## src/rtl/store_buffer_pkg.sv

```systemverilog
// Shared size encodings and lane-formatting helpers for the store buffer.
package store_buffer_pkg;

    localparam int unsigned STB_DEPTH    = 4;
    localparam int unsigned MEM_SZ_WIDTH = 2;

    typedef enum logic [MEM_SZ_WIDTH-1:0] {
        MEM_SZ_B = 2'd0,
        MEM_SZ_H = 2'd1,
        MEM_SZ_W = 2'd2,
        MEM_SZ_D = 2'd3
    } mem_sz_e;

    function automatic logic [7:0] size_mask(input mem_sz_e sz);
        logic [7:0] m;
        unique case (sz)
            MEM_SZ_B: m = 8'h01;
            MEM_SZ_H: m = 8'h03;
            MEM_SZ_W: m = 8'h0F;
            default:  m = 8'hFF;
        endcase
        return m;
    endfunction

    function automatic logic [63:0] size_trunc(input logic [63:0] d, input mem_sz_e sz);
        logic [63:0] t;
        unique case (sz)
            MEM_SZ_B: t = {56'd0, d[7:0]};
            MEM_SZ_H: t = {48'd0, d[15:0]};
            MEM_SZ_W: t = {32'd0, d[31:0]};
            default:  t = d;
        endcase
        return t;
    endfunction

endpackage

```

## src/rtl/store_buffer_lane_fmt.sv

```systemverilog
// Combinational store formatter: aligns data and byte mask to the 8-byte lane.
module store_lane_fmt
    import store_buffer_pkg::*;
#(
    parameter int unsigned AW = 64
) (
    input  logic [AW-1:0]           addr,
    input  logic [63:0]             data,
    input  logic [MEM_SZ_WIDTH-1:0] size,
    output logic [AW-1:0]           waddr,
    output logic [63:0]             wdata,
    output logic [7:0]              wmask,
    output logic                    misaligned
);

    mem_sz_e    sz;
    logic [2:0] sh;

    always_comb begin
        sz         = mem_sz_e'(size);
        sh         = addr[2:0];
        waddr      = {addr[AW-1:3], 3'b000};
        wdata      = size_trunc(data, sz) << {sh, 3'b000};
        wmask      = size_mask(sz) << sh;
        misaligned = 1'b0;
        unique case (sz)
            MEM_SZ_B: misaligned = 1'b0;
            MEM_SZ_H: misaligned = addr[0];
            MEM_SZ_W: misaligned = |addr[1:0];
            default:  misaligned = |addr[2:0];
        endcase
    end

endmodule

```

## src/rtl/store_buffer.sv

```systemverilog
// Store buffer: formats execute-stage stores, queues them in a FIFO and drains
// them to the memory write port; flags loads that overlap a pending store.
module store_buffer
    import store_buffer_pkg::*;
#(
    parameter int unsigned DEPTH = STB_DEPTH,
    parameter int unsigned AW    = 64
) (
    input  logic                    clk,
    input  logic                    rst,
    input  logic                    st_valid,
    output logic                    st_ready,
    input  logic [AW-1:0]           st_base,
    input  logic [AW-1:0]           st_offset,
    input  logic [63:0]             st_data,
    input  logic [MEM_SZ_WIDTH-1:0] st_size,
    output logic                    mem_wvalid,
    input  logic                    mem_wready,
    output logic [AW-1:0]           mem_waddr,
    output logic [63:0]             mem_wdata,
    output logic [7:0]              mem_wmask,
    input  logic [AW-1:0]           ld_addr,
    output logic                    ld_hit,
    output logic                    misalign_err,
    output logic [AW-1:0]           err_addr,
    output logic                    empty
);

    localparam int unsigned PW = $clog2(DEPTH);
    localparam int unsigned CW = PW + 1;

    typedef struct packed {
        logic [AW-1:0] waddr;
        logic [63:0]   wdata;
        logic [7:0]    wmask;
    } entry_t;

    entry_t        ent_q [DEPTH];
    entry_t        ent_d [DEPTH];
    logic [PW-1:0] wr_ptr_q, wr_ptr_d;
    logic [PW-1:0] rd_ptr_q, rd_ptr_d;
    logic [CW-1:0] count_q, count_d;
    logic          err_q, err_d;
    logic [AW-1:0] err_addr_q, err_addr_d;

    logic [AW-1:0] st_addr;
    logic [AW-1:0] fmt_waddr;
    logic [63:0]   fmt_wdata;
    logic [7:0]    fmt_wmask;
    logic          fmt_misaligned;
    logic          accept, push, pop;
    entry_t        head;
    logic          unused_ld_low;

    assign st_addr       = st_base + st_offset;
    assign unused_ld_low = ^ld_addr[2:0];

    store_lane_fmt #(.AW(AW)) u_fmt (
        .addr       (st_addr),
        .data       (st_data),
        .size       (st_size),
        .waddr      (fmt_waddr),
        .wdata      (fmt_wdata),
        .wmask      (fmt_wmask),
        .misaligned (fmt_misaligned)
    );

    always_comb begin
        empty      = (count_q == '0);
        st_ready   = (count_q < CW'(DEPTH));
        mem_wvalid = !empty;
        head       = ent_q[rd_ptr_q];
        mem_waddr  = mem_wvalid ? head.waddr : '0;
        mem_wdata  = mem_wvalid ? head.wdata : '0;
        mem_wmask  = mem_wvalid ? head.wmask : '0;

        accept = st_valid && st_ready;
        push   = accept && !fmt_misaligned;
        pop    = mem_wvalid && mem_wready;

        ent_d    = ent_q;
        wr_ptr_d = wr_ptr_q;
        rd_ptr_d = rd_ptr_q;
        count_d  = count_q;
        if (push) begin
            ent_d[wr_ptr_q] = '{waddr: fmt_waddr, wdata: fmt_wdata, wmask: fmt_wmask};
            wr_ptr_d        = wr_ptr_q + PW'(1);
        end
        if (pop) begin
            rd_ptr_d = rd_ptr_q + PW'(1);
        end
        unique case ({push, pop})
            2'b10:   count_d = count_q + CW'(1);
            2'b01:   count_d = count_q - CW'(1);
            default: count_d = count_q;
        endcase

        err_d      = accept && fmt_misaligned;
        err_addr_d = err_d ? st_addr : err_addr_q;

        // An entry is live when its distance from the read pointer is below count.
        ld_hit = 1'b0;
        for (int unsigned i = 0; i < DEPTH; i++) begin
            if ((CW'(PW'(PW'(i) - rd_ptr_q)) < count_q) &&
                (ent_q[i].waddr[AW-1:3] == ld_addr[AW-1:3])) begin
                ld_hit = 1'b1;
            end
        end
    end

    assign misalign_err = err_q;
    assign err_addr     = err_addr_q;

    always_ff @(posedge clk or posedge rst) begin
        if (rst) begin
            for (int unsigned i = 0; i < DEPTH; i++) begin
                ent_q[i] <= '0;
            end
            wr_ptr_q   <= '0;
            rd_ptr_q   <= '0;
            count_q    <= '0;
            err_q      <= 1'b0;
            err_addr_q <= '0;
        end else begin
            ent_q      <= ent_d;
            wr_ptr_q   <= wr_ptr_d;
            rd_ptr_q   <= rd_ptr_d;
            count_q    <= count_d;
            err_q      <= err_d;
            err_addr_q <= err_addr_d;
        end
    end

endmodule
```

## config.mk

```make
export PLATFORM = sky130hd
export DESIGN_NAME = store_buffer
export DESIGN_NICKNAME = d
export VERILOG_FILES = /design/src/rtl/store_buffer_pkg.sv /design/src/rtl/store_buffer_lane_fmt.sv /design/src/rtl/store_buffer.sv
export SDC_FILE = /design/constraint.sdc
export NUM_CORES = 2
export LEC_CHECK = 0
export CORE_UTILIZATION = 60
export CTS_BUF_LIST = sky130_fd_sc_hd__clkbuf_4 sky130_fd_sc_hd__clkbuf_8
export CTS_CLUSTER_DIAMETER = 100
export DETAILED_ROUTE_END_ITERATION = 8
export DONT_BUFFER_PORTS = 1
export GPL_TIMING_DRIVEN = 0
export PLACE_DENSITY = 0.78
export SYNTH_ARGS = -nofsm -noshare
export SYNTH_HDL_FRONTEND = slang
export SYNTH_HIERARCHICAL = 1
export SYNTH_SLANG_ARGS = --single-unit
```

## constraint.sdc

```tcl
create_clock -name clk -period 60.1 [get_ports clk]
set_clock_uncertainty 0.15 [all_clocks]
set_input_delay 6.01 -clock clk [delete_from_list [all_inputs] [get_ports clk]]
set_output_delay 6.01 -clock clk [all_outputs]
set_load 0.02 [all_outputs]
```

==> flow_summary_export.csv <==
group,metric,value,unit
status,run_status,"complete, but fails checks",
status,violations,"design-rule violations",
power,p_leak,17.30,nW
yosys,synthArstFlopShare,1.000,
finish,final_util,0.6661,
finish,synthToLayoutAreaGrowth,9.233,%
yosys,ys_seq_elements,616,
power,switchingPower,0.8794,mW
die,fp.dieArea,61310,sq um
global_routing,antenna_found_initial,10,
yosys,ys_seq_area_frac,0.4259,
worst_setup_path,end_kind,"output port",
clock_tree,cts_max_level,3,
drt,dr.pass1.iters,9,
worst_setup_path,path_max_fanout,5,
clock_tree,cts_tree,"done",
die,io-pin-count,467,
clock_tree,cts_hold_buffers,0,
worst_setup_path,ff2ff_path_depth,6,
global_routing,grt_overflow,0,
yosys,yosysTopAreaCellShare,0.4259,
die,row_count,89,
worst_setup_path,crit_cells,7,
clock_tree,root_buffer,"clkbuf_8",
worst_setup_path,worstReg2RegStart,"count_q[2]",
sta,fin_hold_ws,348.6,ps
yosys,avgSynthCellArea,11.99,sq um
clock_tree,ctsResizeCount,0,
worst_setup_path,rrSetupSlack,56150,ps
global_routing,grt_pass1_vias,26440,
sta,finalSetupTns,0,ps
clock_tree,clk_path_buf_depth,3,
yosys,netlist_top_cells_area,"dfrtp_1 43%, mux2_2 18%, mux4_2 8.5%, xnor2_1 4.5%, xor2_1 2.8%",
yosys,yosysWarnings,6,
placement,gp_congestion,1.043,
worst_setup_path,crit_type,"in2out",
clock_tree,postCtsSetupRepairBufs,0,
sta,worst_pin_slew,1191,ps
placement,io_buffers,0,
power,ir_drop,0.00002742,V
worst_setup_path,cpMostUsedCell,"nor4_1",
sta,finalHoldViolations,0,
drt,vias,26220,
worst_setup_path,cp.arrival,8200,ps
finish,regArea,15410,sq um
clock_tree,clkSinkCount,616,
clock_tree,cts_made_buffers,102,
sta,post-route-min-period,14360,ps
worst_setup_path,crit_path_start_kind,"primary input",
die,die_w,247.6,um
yosys,yosys.cell_types.count,91,
power,combinationalPowerShare,0.445,
hold_path,min_path_cells,1,
yosys,netlist_instances,3018,
clock_tree,clk_latency,700,ps
finish,multi_input_area,19170,sq um
sta,maxSlewHeadroom,0.2001,
worst_setup_path,path_cells,"clkbuf_1, xnor2_1, nand4_1, nor4_1, o2111ai_1, nor4_1, or4_1",
worst_setup_path,critPathTopFamily,"simple AND/OR/NAND/NOR gates",
power,p_int,1.239,mW
sta,rsz0062_at_grt,"false",
worst_setup_path,crit_required,53940,ps
hold_path,hold_start,"ent_q[189]",
global_routing,grt_max_degree,146,
drt,routed_wl,119900,um
global_routing,grt_pass1_wl,174500,um
sta,report.final.slew_viol_count,0,
die,die_h,247.6,um
hold_path,hp-class,"reg2reg",
power,power_frac_clock,0.191,
drt,avgRoutedWirePerCell,30.11,um
power,swShare,0.4151,
finish,fillers,4422,
drt,postRouteAntennaNets,0,
worst_setup_path,timing.rr.end,"ent_q[126]",
power,pwr-share-seq,0.363,
finish,drive_gt1_frac,0.3352,
yosys,synth_ff_type,"dfrtp_1",
sta,max_freq,69.66,MHz
global_routing,grtUsageTotal,0.3926,
worst_setup_path,crit_buf_inv,1,
sta,setup_viol_count_final,0,
hold_path,hold_end,"ent_q[189]",
die,core-area,59350,sq um
drt,post_drt_via_cell_ratio,6.584,
finish,fin_nets,3464,
worst_setup_path,cpMaxStageDelayCell,"xnor2_1",
yosys,synth_edf_count,0,
power,powerDensity,53.58,nW/um^2
yosys,yosysTopAreaCell,"dfrtp_1",
yosys,syn_area,36190,sq um
drt,drtIter0Drc,2383,
clock_tree,cts.clk_slew.worst_paths,50,ps
job,maxCapViolCount,0,
placement,dp_hpwl,93830,um
drt,drc,26,
worst_setup_path,slowest_delay,540,ps
die,start_util,0.6098,
sta,period_share,0.2389,
## layout make-up
cell class / count / area share
Buffer: 272 / 0.03630
Inverter: 48 / 0.004747
Tap cell: 773 / 0.02446
Antenna cell: 5 / 0.0003165
Clock inverter: 14 / 0.004336
Clock buffer: 166 / 0.05225
Multi-Input combinational cell: 2084 / 0.4849
Sequential cell: 616 / 0.3899
Timing Repair Buffer: 4 / 0.002785
## cell usage in the layout (no fill, tap or decap), drive strengths merged, types with 4 or more instances in the layout
cell / count
dfrtp: 616
mux2: 585
clkbuf: 296
xnor2: 188
nand2: 159
nor2b: 147
buf: 145
mux4: 136
xor2: 115
a21oi: 109
nor2: 94
o21ai: 81
ha: 72
nand4: 65
inv: 53
mux2i: 35
nor4: 33
a21o: 32
nor3: 23
a221oi: 19
o22ai: 17
a22oi: 17
o21bai: 16
and2: 16
o21a: 15
nand3: 15
o221a: 8
and3: 8
a31oi: 6
o2bb2ai: 6
clkinv: 6
diode: 5
o31ai: 4
and2b: 4
and4: 4
## registers in the layout, indices dropped and copies added (netlist names)
name and cells:
misalign_err 1, err_addr 64, ent_q 544, rd_ptr_q 2
wr_ptr_q 2, count_q 3
## stage by stage
stage / area, sq um / power, mW / cells / setup WS, ps
2_1_floorplan: 36200 / 1.412 / 3020 / 36690
3_3_place_gp: 37170 / 1.663 / 3793 / 31540
3_5_place_dp: 37290 / 1.699 / 3797 / 45840
4_1_cts: 39520 / 2.106 / 3977 / 45830
5_1_grt: 39530 / 2.202 / 3981 / 45750
6_report: 39540 / 2.119 / 3982 / 45740
## how the worst max path moves through the flow
stage,end,startpoint
6_report,ld_hit,ld_addr[31]
5_1_grt,ld_hit,ld_addr[31]
4_1_cts,ld_hit,ld_addr[31]
3_5_place_dp,ld_hit,ld_addr[31]
3_3_place_gp,ent_q[189],rst
2_1_floorplan,count_q[0],rst
## Yosys cell counts (15+ instances only)
master and number:
a21o_1 30, ha_1 72, mux4_2 136, nor3_1 21, nor2_1 91, xor2_1 115, xnor2_1 188, buf_4 72
clkbuf_1 128, buf_1 25, nor2b_1 147, buf_2 34, o21bai_1 16, mux2i_1 35, o21ai_0 73, nand2_1 159
mux2_2 573, nand3_1 15, nand4_1 65, a21oi_1 96, and2_1 15, dfrtp_1 616, o22ai_1 17, nor4_1 32
inv_1 46, o21a_1 15
## per-layer routing
metal,global-route usage,share of wire
met1,0.5438,0.41
met3,0.1180,0.11
met5,0,0.00048
met4,0.1617,0.042
met2,0.5767,0.44
## power by group through the flow
stage	registers [mW]	logic [mW]	clock network, mW
2_1_floorplan	0.722	0.689	0
3_3_place_gp	0.757	0.906	0
3_5_place_dp	0.772	0.927	0
4_1_cts	0.766	0.932	0.408
5_1_grt	0.790	0.986	0.426
6_report	0.770	0.943	0.405
## kinds of logic after synthesis
kind of cell	after synthesis	share of synthesized area
and+or+nand+nor	582	0.08369
buffers and inverters	320	0.04463
other	1	0.0001036
DFF	616	0.4259
AOI/OAI and AO/OA	366	0.06945
muxes	756	0.2769
adders and majority gates	74	0.02600
xor gates and xnor gates	303	0.07332
Power figures use the tool's default switching activity.
